==> src/rtl/shift_add_multiplier_datapath_pkg.sv <==
// Shared definitions for the shift-and-add multiplier datapath.
// Holds the default operand width and the operand/product types at that width.
package shift_add_multiplier_datapath_pkg;

    localparam int DEFAULT_WIDTH = 8;

    typedef logic [DEFAULT_WIDTH-1:0]   operand_t;
    typedef logic [2*DEFAULT_WIDTH-1:0] product_t;

endpackage

==> src/rtl/shift_add_multiplier_datapath_iteration_counter.sv <==
// Iteration counter for the shift-and-add multiplier.
// It counts the steps while enabled. The done level rises on the step taken at the terminal count and holds until cleared.
module shift_add_multiplier_datapath_iteration_counter #(
    parameter int CNT_W = 4
) (
    input  logic             clk,
    input  logic             rst,
    input  logic             i_clear,
    input  logic             i_enable,
    input  logic [CNT_W-1:0] i_terminal,
    output logic [CNT_W-1:0] o_cnt,
    output logic             o_done
);

    logic [CNT_W-1:0] r_cnt;
    logic             r_done;

    always_ff @(posedge clk or posedge rst) begin
        if (rst) begin
            r_cnt  <= '0;
            r_done <= 1'b0;
        end else if (i_clear) begin
            r_cnt  <= '0;
            r_done <= 1'b0;
        end else if (i_enable && !r_done) begin
            r_cnt <= r_cnt + CNT_W'(1);
            if (r_cnt == i_terminal) begin
                r_done <= 1'b1;
            end
        end
    end

    assign o_cnt  = r_cnt;
    assign o_done = r_done;

endmodule

==> src/rtl/shift_add_multiplier_datapath.sv <==
// Sequential shift-and-add multiplier datapath. It processes one multiplier bit per clock, and a run takes WIDTH clocks.
// Define SIGNED_MULT_EN to treat the operands as two's complement. The default build is unsigned.
module shift_add_multiplier_datapath
    import shift_add_multiplier_datapath_pkg::*;
#(
    parameter int WIDTH = DEFAULT_WIDTH
) (
    input  logic                 clk,
    input  logic                 rst,
    input  logic                 enable_flag,
    input  logic [WIDTH-1:0]     multiplicand,
    input  logic [WIDTH-1:0]     multiplier,
    output logic [2*WIDTH-1:0]   product,
    output logic                 counter_flag
);

    localparam int               CNT_W    = $clog2(WIDTH) + 1;
    localparam logic [CNT_W-1:0] TERMINAL = CNT_W'(WIDTH - 1);

    // Handshake with the control unit:
    // - While enable_flag is high, the operands are loaded and all state is cleared. The last high cycle wins.
    // - Each cycle with enable_flag low is one iteration.
    // - counter_flag=1 means product is valid. It holds until enable_flag rises again.
    logic [2*WIDTH-1:0] r_acc;
    logic [2*WIDTH-1:0] r_a;
    logic [WIDTH-1:0]   r_b;
    logic [2*WIDTH-1:0] r_product;
    logic [2*WIDTH-1:0] w_acc_next;
    logic [2*WIDTH-1:0] w_result;
    logic [WIDTH-1:0]   w_load_a;
    logic [WIDTH-1:0]   w_load_b;
    logic [CNT_W-1:0]   w_cnt;
    logic               w_done;
    logic               w_step;
    logic               w_last;

    shift_add_multiplier_datapath_iteration_counter #(
        .CNT_W (CNT_W)
    ) u_iteration_counter (
        .clk        (clk),
        .rst        (rst),
        .i_clear    (enable_flag),
        .i_enable   (!enable_flag),
        .i_terminal (TERMINAL),
        .o_cnt      (w_cnt),
        .o_done     (w_done)
    );

    assign w_step     = !enable_flag && !w_done;
    assign w_last     = w_step && (w_cnt == TERMINAL);
    assign w_acc_next = r_acc + (r_b[0] ? r_a : '0);

`ifdef SIGNED_MULT_EN
    logic r_sign;

    // The magnitude of -2^(WIDTH-1) is 2^(WIDTH-1), which still fits in WIDTH unsigned bits.
    assign w_load_a = multiplicand[WIDTH-1] ? -multiplicand : multiplicand;
    assign w_load_b = multiplier[WIDTH-1]   ? -multiplier   : multiplier;
    assign w_result = r_sign ? -w_acc_next : w_acc_next;

    always_ff @(posedge clk or posedge rst) begin
        if (rst) begin
            r_sign <= 1'b0;
        end else if (enable_flag) begin
            r_sign <= multiplicand[WIDTH-1] ^ multiplier[WIDTH-1];
        end
    end
`else
    assign w_load_a = multiplicand;
    assign w_load_b = multiplier;
    assign w_result = w_acc_next;
`endif

    always_ff @(posedge clk or posedge rst) begin
        if (rst) begin
            r_acc     <= '0;
            r_a       <= '0;
            r_b       <= '0;
            r_product <= '0;
        end else if (enable_flag) begin
            r_acc     <= '0;
            r_a       <= {{WIDTH{1'b0}}, w_load_a};
            r_b       <= w_load_b;
            r_product <= '0;
        end else if (w_step) begin
            r_acc <= w_acc_next;
            r_a   <= r_a << 1;
            r_b   <= r_b >> 1;
            if (w_last) begin
                r_product <= w_result;
            end
        end
    end

    assign product      = r_product;
    assign counter_flag = w_done;

endmodule
==> config.mk <==
export PLATFORM = sky130hd
export DESIGN_NAME = shift_add_multiplier_datapath
export DESIGN_NICKNAME = d
export VERILOG_FILES = /design/src/rtl/shift_add_multiplier_datapath_pkg.sv /design/src/rtl/shift_add_multiplier_datapath_iteration_counter.sv /design/src/rtl/shift_add_multiplier_datapath.sv
export SDC_FILE = /design/constraint.sdc
export NUM_CORES = 1
export LEC_CHECK = 0
export ABC_AREA = 1
export CAP_MARGIN = 30
export CORE_MARGIN = 2
export CORE_UTILIZATION = 41
export DETAILED_ROUTE_END_ITERATION = 10
export DONT_BUFFER_PORTS = 1
export PLACE_DENSITY = 0.63
export SYNTH_ARGS = -nofsm -noshare
export SYNTH_HDL_FRONTEND = slang
export SYNTH_HIERARCHICAL = 1
export SYNTH_SLANG_ARGS = --single-unit
==> constraint.sdc <==
create_clock -name clk -period 2.8 [get_ports clk]
set_input_delay 0.56 -clock clk [delete_from_list [all_inputs] [get_ports clk]]
set_output_delay 0.56 -clock clk [all_outputs]
set_load 0.02 [all_outputs]
==> results of run 1 <==
worst max-delay path, delay by kind of cell (launching register included):
| family | cells | cell delay, ps |
|---|---|---|
| buffers and inverters | 3 | 230 |
| adder cells (fa/ha/maj) | 2 | 500 |
| flip-flops | 1 | 640 |
| AO/OA/AOI/OAI | 1 | 80 |
| AND/OR/NAND/NOR | 7 | 640 |
kinds of logic after synthesis:
logic type      Yosys count  share of synthesized area
xor+xnor                  1                    0.00236
compound gates           59                     0.0905
simple gates            272                      0.317
other cells               2                    0.00203
flops                    61                      0.412
buf+inv                 103                      0.116
fa+ha+maj                17                     0.0594
synthesized netlist by cell type, drive strengths merged:
cell | instances | area, um^2
ha | 16 | 200
o21ai | 27 | 143
a21oi | 16 | 87.6
nand2 | 191 | 747
a31oi | 6 | 37.5
nand4 | 17 | 106
nor2 | 25 | 96.4
fa | 1 | 20.0
dfrtp | 61 | 1530
o22ai | 7 | 43.8
nor3 | 4 | 30.0
inv | 86 | 323
o311ai | 1 | 8.76
clkbuf | 5 | 22.5
xor2 | 1 | 8.76
or2 | 3 | 21.3
and2 | 2 | 15.0
conb | 2 | 7.51
buf | 12 | 86.3
a211oi | 1 | 7.51
nand3 | 30 | 160
o31ai | 1 | 7.51
worst paths after layout:
check	slack (ps)	cells after the start	start	end
setup / recovery	560	13	r_b[0]	product[8]
hold / removal	5	1	rst	u_iteration_counter/o_cnt[3]
setup reg to reg	560	13	r_b[0]	product[8]
hold reg to reg	490	2	r_acc[2]	r_acc[2]
max in group asynchronous	2020	2	rst	r_acc[15]
min in group clk	270	1	enable_flag	u_iteration_counter/o_cnt[1]
per-stage QoR:
step           hold WS (ps)  area (um^2)  worst slack (ps)  instances   util
6_report               5.29         4030               560        631  0.460
3_5_place_dp            379         3790               561        616  0.432
2_1_floorplan           339         3730               721        521      -
5_1_grt                14.9         4030               240        631  0.460
4_1_cts                3.60         4030               547        631  0.460
3_3_place_gp            371         3790               631        616  0.432
layout make-up:
class | count | share of cell area
Timing Repair Buffer | 4 | 0.00744
Inverter | 86 | 0.0800
Multi-Input combinational cell | 357 | 0.440
Clock inverter | 4 | 0.0236
Clock buffer | 11 | 0.0375
Sequential cell | 61 | 0.378
Tap cell | 108 | 0.0335
sequential cells by signal, indices dropped and copies added, names as in the netlist:
signal,count
u_iteration_counter/o_cnt,4
r_a,16
product,16
r_b,8
r_acc,16
u_iteration_counter/o_done,1
power by group through the flow:
stage / logic, W / clock network, W / registers [W]
global route: 0.000430 / 0.00104 / 0.00107
detailed placement: 0.000372 / 0 / 0.00108
finish: 0.000368 / 0.000983 / 0.00106
global placement: 0.000362 / 0 / 0.00107
CTS: 0.000372 / 0.00100 / 0.00106
floorplan: 0.000307 / 0 / 0.00105
per-layer routing:
metal	wire length, um	vias up	track usage
li1	-	1624	-
met3	435	13	0.0447
met2	4010	63	0.304
met4	153	0	0.0790
met5	0	-	0
met1	4170	1474	0.257
==> results.md, run 1 <==
* Most common cell after layout, fill and taps aside: nand2_1
* Residual DRC at 0
* Slew Viols, Final at 0
* GP Congestion at 0.877
* Post-DP HPWL at slightly above 6000 um
* Max IR drop VDD at between 0.2 and 0.25 mV
* Post-DRT Antenna Nets at 0
* Initial Utilization at 0.423
* Largest net degree at the start of global routing at 57
* Nets at about 560
* Syn Std Cell Area at 3710 um^2
* Final setup vio count at 0
* Drt wl/cell at 13.9 um
* # fillers at between 900 and 1000
* Total negative setup slack at 0 ps
* Area growth syn-to-layout at 8.85%
* Overall Global Routing Usage at 0.193
* Final Hold Vio Count at 0
* Clk sinks at between 60 and 70
* Clk Tree Root Cell: clkbuf_8
* Setup crit start kind: flop
* Power density over cell area at around 600 nW/um^2
* Register area at around 1500 um^2
* Global-route wire length before repair at 15100 um
* Initial antenna violation count at 0
* Register area share after synthesis at 0.412
* Die ar. at a little under 10000 um^2
* #FFs+latches synth at 61
* Post-Syn Area per Cell at roughly 7 um^2
* Worst-margin pin slew at about 730 ps
* Slew Limit Headroom at 0.511
* Vias at approximately 3200
* Die span in y at about 100 um
* Final Power at 0.00241 W
* Crit-path max cell delay at roughly 640 ps
* DR vias/cell at roughly 5
* Distinct cells, synth at 37
* Die Wd at ~99 um
* Postcts setup bufs at 0
* Outcome: finished, final reports clean
* GR Overflow Total at 0
* Post-CTS Hold Fix Bufs at 0
* Fraction of layout cells with a size suffix above 1 at 0.0841
* RSZ-0062 raised after global routing: no
* 1st-pass router iterations at 4
* NetSw at 0.000689 W
* Row count at 34
* CTS tree: done
* Slowest-stage cell, CP: dfrtp_1
* Cell Chain, Critical Path: nand2_1 > inv_1 > ha_1 > inv_1 > fa_1 > inv_1 > nand3_1 > nand3_1 > nand2_1 > nand3_1 > nand2_1 > nand3_1 > o21ai_0
* H-tree levels at 3
* Clock Power Share at 0.408
* Worst-path clk slew at roughly 70 ps
* Vias in the first global route at approximately 3100
* Ant diodes at 0
* Max_cap viols at 0
* Synth warnings at 6
* P_leak at ~2.3 nW
* Final WL at approximately 8800 um
* CP Data Arrival Time at approximately 2500 ps
* Core Region at approximately 9000 um^2
* Critical setup path kind: reg -> reg
* Clk buf depth at 2
* Most frequent cells in the layout: 183 x nand2_1, 82 x inv_1, 61 x dfrtp_1
* Post-cts sizing count at 0
* HP Class: in -> async
* Number of port buffers at 0
* Sequential Power Share at 0.440
* Fmax at between 400 and 500 MHz
* Iter 0 DRT Violations at roughly 160
* CP Max Fanout at 17
* Req. time, crit path at between 3000 and 4000 ps
* Final min period at 2240 ps
* Power Internal at about 0.0017 W
* Crit end category: flop
* Clk_lat worst skew at 350 ps
* Clock Skews at between 8 and 9 ps
* Switching Fraction at 0.286
* TritonCTS Buffers at 9
* Synthesized netlist cell count at about 520
* IO Count at 36
* Final period util at 0.800
* Share of total power in combinational logic at 0.152
* Area of the multi-input gates at between 1500 and 2000 um^2
* Crit path top cell by count: nand3_1
Note: power is estimated with default switching activity, not from simulation.
==> inputs of run 2 (changes only) <==
Clock period 2.8 ns to 2.2 ns, I/O delays scaled along.
==> run 2 against run 1 <==
Clock skew grew 2.4 ps. Via count is essentially flat. Setup slack worse by 360 ps. Register-to-register slack worse by 360 ps. Power is 21% higher. Utilization up 0.34 points. Global-route usage decreased by 0.60 points. Routed wire length is 5.6% lower. Largest power group unchanged. Die area is the same. Clock-buffer cell count down 1. Flip-flop and latch count unchanged.
==> results.md, run 2 (synthesis gave the netlist of run 1 again) <==
* Final hold slack at 25.4 ps
* 1st-pass router iterations at 4
* Max_cap viols at 0
* Final min period at 2000 ps
* Global-route wire length before repair at approximately 15000 um
* Area growth syn-to-layout at 9.66%
* Metal3 WL at roughly 380 um
* GR Overflow Total at 0
* Drt wl/cell at roughly 13 um
* Iter 0 DRT Violations at ~140
* Worst path top cell family by delay: simple AND/OR/NAND/NOR gates
* Worst R2R Start: r_b[0]
* Residual DRC at 0
* TritonCTS Buffers at 9
* Overall Global Routing Usage at 0.187
* Top Layer Used: met4
* Most frequent cells in the layout: 183 x nand2_1, 82 x inv_1, 60 x dfrtp_1
* Core Region at slightly below 9000 um^2
* Post-DRT Antenna Nets at 0
* GP Congestion at about 0.88
* CP Data Arrival Time at about 2300 ps
* Nets at approximately 560
* Number of port buffers at 0
* Die span in y at around 99 um
* Outcome: finished, final reports clean
* DR vias/cell at 4.98
* Clk buf depth at 2
* Setup crit start kind: flop
* Final Power at 0.00291 W
* Setup crit start: r_b[0]
* Most common cell after layout, fill and taps aside: nand2_1
* Clk_lat worst skew at roughly 350 ps
* Fraction of layout cells with a size suffix above 1 at 0.0943
* Worst R2R Setup Slack at a little under 200 ps
* Total negative setup slack at 0 ps
* Crit-path max cell delay at 440 ps
* Cell Chain, Critical Path: buf_4 > nand2_1 > inv_1 > ha_1 > nand2_2 > inv_1 > a21oi_1 > nand2_2 > nand2_1 > nand3_1 > nand4_1 > nand2_1
* Slew Viols, Final at 0
* RSZ-0062 raised after global routing: no
* Met2 WL post-DR at 3820 um
* Critical setup path kind: reg -> reg
* Area of the multi-input gates at between 1500 and 2000 um^2
* Crit path top cell by count: nand2_1
* P_leak at roughly 2.3 nW
* Clk Tree Root Cell: clkbuf_8
* Slowest-stage cell, CP: dfrtp_2
* Power density over cell area at roughly 720 nW/um^2
* Register area at 1530 um^2
* Crit end category: flop
* # fillers at 907
* Row count at 34
* Post-DP HPWL at just over 6000 um
* Final Hold Vio Count at 0
* IO Count at 36
* CP bufs+invs at 3
* Vias at 3177
* Worst R2R End: r_acc[15]
* Die ar. at 9820 um^2
* Ant diodes at 0
* CTS tree: done
* Max IR drop VDD at roughly 0.27 mV
* R2R depth at 12
* Req. time, crit path at 2440 ps
* DRT met1 WL at between 3000 and 4000 um
* Initial Utilization at 0.423
* HP Class: in -> async
* Largest net degree at the start of global routing at 57
* H-tree levels at 3
* Initial antenna violation count at 0
* Final WL at slightly above 8000 um
* Vias in the first global route at slightly above 3000
* Final setup vio count at 0
* Fmax at 499 MHz
* CP Max Fanout at 7
* Clock Skews at 11.1 ps
* Final period util at 0.911
* Die Wd at 99.1 um
* Clk sinks at 61
* Worst-path clk slew at 70 ps
[run 2: what timing repair did]
action                                  CTS  global route
hold buffers                              1             0
endpoints found under the hold margin     5             0
resized for setup                         0             1
endpoints found under the setup margin    0            15
setup buffers                             0             2
[run 2: power by group]
part           total (W)  internal [W]  switching, W
Clock            0.00108      0.000637      0.000446
Sequential       0.00134       0.00123      0.000117
Combinational   0.000488      0.000173      0.000315
Total            0.00291       0.00203      0.000878
[run 2: cell type report]
| type | count | share of cell area |
|---|---|---|
| sequential | 61 | 0.376 |
| multi-input combinational | 357 | 0.436 |
| timing repair buffer | 10 | 0.0222 |
| clock inverter | 6 | 0.0216 |
| tap | 108 | 0.0333 |
| clock buffer | 10 | 0.0314 |
| inverter | 86 | 0.0794 |
[run 2: through the flow]
step / instances / cell area (um^2) / utilization / setup WS [ps]
floorplan: 521 / 3730 / - / 121
global placement: 619 / 3820 / 0.436 / 192
detailed placement: 619 / 3820 / 0.436 / 153
CTS: 636 / 4050 / 0.462 / 131
global route: 638 / 4060 / 0.464 / 17.8
finish: 638 / 4060 / 0.464 / 196
[run 2: worst max-delay path by stage]
| stage | to | slack, ps | cells after the start |
|---|---|---|---|
| finish | r_acc[15] | 200 | 12 |
| global placement | r_acc[15] | 190 | 12 |
| floorplan | r_acc[8] | 120 | 15 |
| CTS | r_acc[12] | 130 | 13 |
| detailed placement | r_acc[12] | 150 | 13 |
| global route | r_acc[12] | 20 | 13 |
[run 2: per-layer routing]
metal	global-route usage	vias up
met5	0	-
met4	0.0727	0
met3	0.0383	14
met2	0.296	61
met1	0.252	1464
li1	-	1638
